## config.mk

```make
export PLATFORM = sky130hd
export DESIGN_NAME = vga_ram_arbiter
export DESIGN_NICKNAME = d
export VERILOG_FILES = /design/src/rtl/vga_ram_arb_pkg.sv /design/src/rtl/vga_ram_rd_tag_pipe.sv /design/src/rtl/vga_ram_arbiter.sv
export SDC_FILE = /design/constraint.sdc
export NUM_CORES = 1
export LEC_CHECK = 0
export BUFFER_PORTS_ARGS = -buffer_cell sky130_fd_sc_hd__buf_2
export CAP_MARGIN = 20
export CORE_MARGIN = 10
export CORE_UTILIZATION = 38
export CTS_BUF_LIST = sky130_fd_sc_hd__clkbuf_4 sky130_fd_sc_hd__clkbuf_8 sky130_fd_sc_hd__clkbuf_16
export DETAILED_ROUTE_END_ITERATION = 8
export GPL_ROUTABILITY_DRIVEN = 0
export PLACE_DENSITY = 0.81
export SLEW_MARGIN = 20
export SYNTH_ARGS = -nofsm -noshare
export SYNTH_HDL_FRONTEND = slang
export SYNTH_HIERARCHICAL = 1
export SYNTH_SLANG_ARGS = --single-unit
```

## constraint.sdc

```tcl
create_clock -name clk -period 2.4 [get_ports clk]
set_clock_uncertainty 0.1 [all_clocks]
set_input_delay 0.36 -clock clk [delete_from_list [all_inputs] [get_ports clk]]
set_output_delay 0.36 -clock clk [all_outputs]
set_load 0.1 [all_outputs]
```

## src/rtl/vga_ram_arb_pkg.sv

```systemverilog
// Shared types and default widths for the VGA RAM arbiter slice.
//   ARB_ADDR_W / ARB_DATA_W / ARB_BE_W : default word-address, data and byte-lane widths
//   owner_t  : which master owns an access (OWN_M0 = FFT writer, OWN_M1 = VGA/CPU reader)
//   rd_tag_t : in-flight read tag {valid, owner}
package vga_ram_arb_pkg;

  localparam int unsigned ARB_ADDR_W = 13;
  localparam int unsigned ARB_DATA_W = 32;
  localparam int unsigned ARB_BE_W   = ARB_DATA_W / 8;

  typedef enum logic {
    OWN_M0 = 1'b0,
    OWN_M1 = 1'b1
  } owner_t;

  typedef struct packed {
    logic   valid;
    owner_t owner;
  } rd_tag_t;

endpackage

```

## src/rtl/vga_ram_rd_tag_pipe.sv

```systemverilog
// Read-tag delay line matching the RAM read latency.
//   clk, reset_n          : clock, asynchronous active-low clear (drops in-flight reads)
//   push_valid/push_owner : tag of a read granted this cycle
//   pop_valid/pop_owner   : tag whose RAM data is on ram_readdata this cycle
module vga_ram_rd_tag_pipe
  import vga_ram_arb_pkg::*;
#(
  parameter int unsigned RD_LAT = 1
) (
  input  logic clk,
  input  logic reset_n,
  input  logic push_valid,
  input  logic push_owner,
  output logic pop_valid,
  output logic pop_owner
);

  rd_tag_t                push_tag;
  rd_tag_t [RD_LAT-1:0]   stage;

  assign push_tag.valid = push_valid;
  assign push_tag.owner = owner_t'(push_owner);

  if (RD_LAT == 1) begin : g_single
    always_ff @(posedge clk or negedge reset_n) begin
      if (!reset_n) begin
        stage <= '0;
      end else begin
        stage <= push_tag;
      end
    end
  end else begin : g_multi
    always_ff @(posedge clk or negedge reset_n) begin
      if (!reset_n) begin
        stage <= '0;
      end else begin
        stage <= {stage[RD_LAT-2:0], push_tag};
      end
    end
  end

  assign pop_valid = stage[RD_LAT-1].valid;
  assign pop_owner = stage[RD_LAT-1].owner;

endmodule

```

## src/rtl/vga_ram_arbiter.sv

```systemverilog
// Two-master round-robin arbiter in front of a single-port RAM.
//   m0_* : FFT result writer (Avalon-MM slave side)
//   m1_* : VGA/CPU reader   (Avalon-MM slave side)
//   ram_*: single-port RAM (address/byteenable/chipselect/write/writedata/clken out, readdata in)
// At most one access is granted per cycle; the loser sees waitrequest. Reads are tagged
// with their owner and readdata/readdatavalid is returned to that master RD_LAT cycles later.
module vga_ram_arbiter
  import vga_ram_arb_pkg::*;
#(
  parameter int unsigned ADDR_W = ARB_ADDR_W,
  parameter int unsigned DATA_W = ARB_DATA_W,
  parameter int unsigned BE_W   = ARB_BE_W,
  parameter int unsigned RD_LAT = 1
) (
  input  logic              clk,
  input  logic              reset_n,
  input  logic [ADDR_W-1:0] m0_address,
  input  logic              m0_read,
  input  logic              m0_write,
  input  logic [DATA_W-1:0] m0_writedata,
  input  logic [BE_W-1:0]   m0_byteenable,
  output logic              m0_waitrequest,
  output logic [DATA_W-1:0] m0_readdata,
  output logic              m0_readdatavalid,
  input  logic [ADDR_W-1:0] m1_address,
  input  logic              m1_read,
  input  logic              m1_write,
  input  logic [DATA_W-1:0] m1_writedata,
  input  logic [BE_W-1:0]   m1_byteenable,
  output logic              m1_waitrequest,
  output logic [DATA_W-1:0] m1_readdata,
  output logic              m1_readdatavalid,
  output logic [ADDR_W-1:0] ram_address,
  output logic [BE_W-1:0]   ram_byteenable,
  output logic              ram_chipselect,
  output logic              ram_write,
  output logic [DATA_W-1:0] ram_writedata,
  output logic              ram_clken,
  input  logic [DATA_W-1:0] ram_readdata
);

  logic              req0, req1;
  logic              grant0, grant1, any_grant;
  owner_t            last_grant;
  logic              sel_read, sel_write;
  logic [ADDR_W-1:0] sel_address, hold_address;
  logic [DATA_W-1:0] sel_writedata, hold_writedata;
  logic [BE_W-1:0]   sel_byteenable, hold_byteenable;
  logic              rd_pop_valid, rd_pop_owner;
  owner_t            rd_owner;

  assign req0 = m0_read | m0_write;
  assign req1 = m1_read | m1_write;

  // Grant is combinational; reset_n gates it so nothing is granted while in reset.
  always_comb begin
    grant0 = 1'b0;
    grant1 = 1'b0;
    if (reset_n) begin
      if (req0 && req1) begin
        grant0 = (last_grant == OWN_M1);
        grant1 = (last_grant == OWN_M0);
      end else begin
        grant0 = req0;
        grant1 = req1;
      end
    end
  end

  assign any_grant      = grant0 | grant1;
  assign m0_waitrequest = req0 & ~grant0;
  assign m1_waitrequest = req1 & ~grant1;

  always_ff @(posedge clk or negedge reset_n) begin
    if (!reset_n) begin
      last_grant <= OWN_M1;
    end else if (grant0) begin
      last_grant <= OWN_M0;
    end else if (grant1) begin
      last_grant <= OWN_M1;
    end
  end

  always_comb begin
    sel_address    = m0_address;
    sel_writedata  = m0_writedata;
    sel_read       = m0_read;
    sel_write      = m0_write;
    sel_byteenable = m0_write ? m0_byteenable : '1;
    if (grant1) begin
      sel_address    = m1_address;
      sel_writedata  = m1_writedata;
      sel_read       = m1_read;
      sel_write      = m1_write;
      sel_byteenable = m1_write ? m1_byteenable : '1;
    end
  end

  // Idle cycles replay the last granted address/data so the RAM bus stays quiet.
  always_ff @(posedge clk or negedge reset_n) begin
    if (!reset_n) begin
      hold_address    <= '0;
      hold_writedata  <= '0;
      hold_byteenable <= '0;
    end else if (any_grant) begin
      hold_address    <= sel_address;
      hold_writedata  <= sel_writedata;
      hold_byteenable <= sel_byteenable;
    end
  end

  assign ram_address    = any_grant ? sel_address    : hold_address;
  assign ram_writedata  = any_grant ? sel_writedata  : hold_writedata;
  assign ram_byteenable = any_grant ? sel_byteenable : hold_byteenable;
  assign ram_chipselect = any_grant;
  assign ram_write      = any_grant & sel_write;
  assign ram_clken      = 1'b1;

  // Read+write together is a write, so only pure reads get a return tag.
  vga_ram_rd_tag_pipe #(
    .RD_LAT (RD_LAT)
  ) u_rd_tag_pipe (
    .clk        (clk),
    .reset_n    (reset_n),
    .push_valid (any_grant & sel_read & ~sel_write),
    .push_owner (grant1),
    .pop_valid  (rd_pop_valid),
    .pop_owner  (rd_pop_owner)
  );

  assign rd_owner         = owner_t'(rd_pop_owner);
  assign m0_readdatavalid = rd_pop_valid & (rd_owner == OWN_M0);
  assign m1_readdatavalid = rd_pop_valid & (rd_owner == OWN_M1);
  assign m0_readdata      = m0_readdatavalid ? ram_readdata : '0;
  assign m1_readdata      = m1_readdatavalid ? ram_readdata : '0;

endmodule
```

# ---- Word-level counts from Yosys, hierarchy flattened
# Cells that the tools add are included.
# Widths: inputs -> output; s select.
dict set report classes {
  mul 0
  n_eq_ne 0
  mux 18
  n_addsub 0
  magnitude_cmp 0
  div 0
  bitwise 15
  shifts 0
  reduce_logical 2
}
# op n
set ops {}
lappend ops {{$mux 32} 4}
lappend ops {{$mux 13} 2}
lappend ops {{$mux 4} 4}
lappend ops {{$mux 1} 8}
lappend ops {{$and 1x1->1} 7}
lappend ops {{$not 1->1} 5}
lappend ops {{$or 1x1->1} 3}
lappend ops {{$reduce_bool 2->1} 1}
lappend ops {{$logic_and 1x1->1} 1}
dict set report word_totals {
  memories 0
  elab_cells 41
  ramBits 0
  out_inout_bits 120
  latchBits 0
  rom_bits 0
  inputBits 136
  reg_bits 52
}

# ---- Depth between registers and ports, before layout
dict set report depth {
  word_depth 7
  mapped_depth 7
  depth_no_buf 4
}

# ---- Hierarchy
# The synthesis kept the hierarchy.
# mod area_each_um2 cells_each seq_area_each_um2 n_inst
set modules_own_cells {}
lappend modules_own_cells {vga_ram_arbiter 2865.2 313 1252.5 1}
lappend modules_own_cells {vga_ram_rd_tag_pipe 50.0 2 50.0 1}

# ---- Worst setup path before layout
# No wires, ideal clock.
dict set report synth_path {
  kind {in2out}
  start {in reset_n}
  end {out ram_address[1]}
  t_required_ns 1.940
  slack_ns -1.464
  path_stages 6
  arrival_ns 3.404
  path_buffers 2
  cell_sequence {buf_2 -> o41ai_4 -> inv_1 -> clkbuf_1 -> nor2_1 -> a21oi_1}
}
dict set report synth_via {
  elab_chain_cells 3
  elab_cells_between_ends 5
  classes_between {mux (4); bitwise (1)}
}
# element line_no
set synth_rtl {}
lappend synth_rtl {{start: declaration} vga_ram_arbiter.sv:16} ;# input logic reset_n,
lappend synth_rtl {{$mux 1} vga_ram_arbiter.sv:59} ;# if (reset_n) begin
lappend synth_rtl {{$or 1x1->1 (*)} vga_ram_arbiter.sv:70} ;# assign any_grant = grant0 | grant1;
lappend synth_rtl {{via ram_chipselect} vga_ram_arbiter.sv:35} ;# output logic ram_chipselect,
lappend synth_rtl {{$mux 13 (*)} n/a}
lappend synth_rtl {{end: declaration} vga_ram_arbiter.sv:33} ;# output logic [ADDR_W-1:0] ram_address,
# The timed path passes the listed nets; every way through them passes the cells marked *.

# ---- Worst setup path after layout
dict set report layout_path {
  start {reg last_grant}
  end {out ram_address[0]}
}
dict set report layout_via {
  elab_chain_cells 5
  elab_cells_between_ends 8
  classes_between {mux (6); bitwise (2)}
}
# element line_no
set layout_rtl {}
lappend layout_rtl {{start: declaration} vga_ram_arbiter.sv:44} ;# owner_t last_grant;
lappend layout_rtl {{start signal: assignment} vga_ram_arbiter.sv:76} ;# last_grant <= OWN_M1;
lappend layout_rtl {{start signal: assignment} vga_ram_arbiter.sv:78} ;# last_grant <= OWN_M0;
lappend layout_rtl {{start signal: assignment} vga_ram_arbiter.sv:80} ;# last_grant <= OWN_M1;
lappend layout_rtl {{$not 1->1} vga_ram_arbiter.sv:62} ;# grant1 = (last_grant == OWN_M0);
lappend layout_rtl {{$mux 1} vga_ram_arbiter.sv:60} ;# if (req0 && req1) begin
lappend layout_rtl {{$mux 1} vga_ram_arbiter.sv:59}
lappend layout_rtl {{$mux 13 or $or 1x1->1 (tied branches)} {vga_ram_arbiter.sv:90, vga_ram_arbiter.sv:70}}
lappend layout_rtl {{$mux 13 (*)} n/a}
# Mark *: on every way between the ends. The rest lies on a longest branch, timed or not.

==> flow_summary_export.csv <==
group,metric,value,unit
routing,routed_wl,16100,um
synth,ys_top_cells_by_area,"dfrtp_1, and3_1, a221o_1, and2_1, o21ai_0",
setup_path,r2r_cells,5,
timing,min_period,2.38,ns
timing,min_period_over_period,99.2,%
synth,avgSynthCellArea,9.25,sq um
outcome,status,"complete, no violations",
setup_path,path_cells,"o21ai_4 -> buf_12 -> and3_1 -> a221o_2 -> buf_12",
routing,wl_per_cell,24.1,um
placement,placedCellCount,654,
clocking,clkTransAtPathRegs,0.10,ns
finish,drive_gt1_share,62.9,%
synth,synthesis.nets,451,
global_routing,grt_usage,27.0,%
die,initial_core_util,39.6,%
setup_path,max_stage_delay,0.60,ns
power,vdd_drop_max,0.550,mV
routing,dr.pass1.iters,5,
worst_hold_path,hold_class,"input port to async pin",
global_routing,grt_overflow,0,
die,top_level_ports,256,
timing,hold_violations,0,
die,die-area,11600,sq um
global_routing,antenna_found_initial,1,
setup_path,worst-r2r-setup-slack,0.66,ns
synth,yosys.area.top_type,"dfrtp_1",
routing,drt-initial-drc-count,186,
setup_path,crit_type,"flop to output pin",
global_routing,grt_pass1_wl,24500,um
timing,tightest_slew,0.532,ns
power,p_leak,3.07,nW
die,num_rows,31,
timing,rsz0062_at_grt,"yes",
setup_path,cp.required,1.94,ns
synth,netlist_instances,315,
placement,dpl.hpwl,13200,um
timing,max_freq,0.420,GHz
placement,dp_slack,0.0201,ns
synth,seq_area_frac_synth,44.7,%
placement,portBuffers,254,
die,core,7370,sq um
die,fp.dieH,108,um
finish,layoutNonFillerInstCount,669,
global_routing,grt_start_max_net_pins,35,
run,drv_cap,0,
timing,setup_violations,0,
placement,placed_area,5880,sq um
power,pwr_density_cell,762,nW/um^2
finish,nFillCells,423,
synth,ys_seq_elements,52,
setup_path,critPathCapture,"ram_address[0]",
routing,drtAntennaViolNets,0,
timing,slew_viol_final,0,
setup_path,endpoint_kind,"output pin",
setup_path,rr_startpoint,"last_grant",
setup_path,critical_path.startpoint,"last_grant",
setup_path,critical_path.max_fanout,31,
routing,num_vias,3763,
clocking,clock-root-buffer,"clkbuf_8",
clocking,worst_skew_pair.late_latency,0.31,ns
setup_path,r2r-end,"hold_address[6]",
setup_path,crit_slowest_cell,"dfstp_2",
synth,syn_area,2920,sq um
routing,drc,0,
setup_path,cp-start-kind,"flop",
synth,synth_top_area_share,43.8,%
timing,finalWorstSetupSlack,0.0203,ns
synth,synth_cell_type_count,21,
setup_path,cp_common_cell,"buf_12",
timing,slew_headroom,64.8,%
die,die_x,108,um
synth,yosys_warnings,6,
clocking,clockBufferDepth,2,
clocking,cts_max_level,2,
finish,finalInstanceArea,6100,sq um
clocking,clock-sinks,52,
power,power,4.65,mW
global_routing,grt_pass1_vias,4148,
clocking,cts_made_buffers,5,
clocking,cts_tree,"yes",
finish,final_nets,704,
routing,vias_per_cell,5.62,
setup_path,crit_arrival,1.92,ns
finish,area_growth,109,%
-- metal layers --
layer  vias up  track usage, %  share of wire, %
met5         -               0                 0
met4         0            7.44               2.4
met3        28            11.9                12
met2       241            51.8                54
met1      1825            25.1                31
li1       1669               -                 -
-- worst min path at each step --
stage	startpoint	to
floorplan	reset_n	hold_address[0]
global placement	reset_n	hold_byteenable[0]
detailed placement	reset_n	hold_byteenable[0]
CTS	reset_n	last_grant
global route	reset_n	last_grant
finish	reset_n	last_grant
-- cell usage after synthesis (all sizes together) --
| cell type | n |
|---|---|
| and3 | 62 |
| dfrtp | 51 |
| and2 | 37 |
| a221o | 29 |
| clkbuf | 27 |
| o21ai | 24 |
| nor2 | 20 |
| a21oi | 19 |
| a31oi | 16 |
| buf | 9 |
| nor2b | 5 |
| a31o | 4 |
| nand4b | 4 |
| o21a | 3 |
| conb | 1 |
| dfstp | 1 |
| inv | 1 |
| nand3 | 1 |
| o41ai | 1 |
-- sequential cells by signal, summed over array words and instances, names as in the netlist --
| name | flops |
|---|---|
| hold_writedata | 32 |
| u_rd_tag_pipe/pop_owner | 1 |
| hold_address | 13 |
| last_grant | 1 |
| hold_byteenable | 4 |
| u_rd_tag_pipe/pop_valid | 1 |
-- where the power goes --
group | leakage (nW) | internal, mW | switching (mW)
Combinational | 2.40 | 0.999 | 1.95
Clock | 0.0586 | 0.322 | 0.307
Sequential | 0.609 | 1.01 | 0.0562
-- cell type report --
type	count	area [sq um]	share of cell area, %
diodes	1	2.50	0.0410
repair buffers	282	2810	46.0
well taps	99	124	2.03
clock inverters	2	35.0	0.574
multi-input cells	226	1750	28.7
flip-flops and latches	52	1300	21.3
inverters	1	3.75	0.0615
clock buffers	6	76.3	1.25
-- critical path, delay by kind of cell, from the launching register on --
family          cells  cell delay [ns]
simple gates        1             0.18
flops               1             0.60
buf+inv             2             0.35
compound gates      2             0.46
-- what timing repair did --
| action | CTS | global route |
|---|---|---|
| endpoints found under the setup margin | 46 | 36 |
| buffers inserted | 2 | 2 |
| hold buffers | 2 | 0 |
| cloned | 0 | 0 |
| gates resized for setup | 3 | 9 |
| endpoints found under the hold margin | 20 | 0 |
-- kinds of logic (layout without fill, tap and decap cells) --
kind of cell,after synthesis,count (layout),share of synthesized area [%]
flip-flops,52,52,44.7
buffers and inverters,37,291,5.24
other,1,2,0.129
AO/OA/AOI/OAI,96,96,23.7
AND/OR/NAND/NOR,129,129,26.3
-- per-stage QoR --
stage | TNS [ns] | util [%] | hold slack, ns
floorplan | -0.00170 | - | -0.0356
global placement | 0 | 79.8 | 0.261
detailed placement | 0 | 79.8 | 0.274
CTS | -0.00360 | 82.0 | 0.0964
global route | -0.294 | 82.8 | 0.110
finish | 0 | 82.8 | 0.109
-- cell usage in the layout, fill, tap and decap left out, types with 4 or more instances in the layout --
cell type	instances
a21oi_4	17
and2_2	9
dfrtp_1	51
a31o_2	4
a31oi_1	16
and3_4	5
buf_12	88
nor2_1	19
and2_1	28
o21ai_0	22
and3_1	57
clkbuf_8	5
buf_4	21
a221o_2	29
nand4b_1	4
buf_2	169
nor2b_1	5
Power figures use the tool's default switching activity.
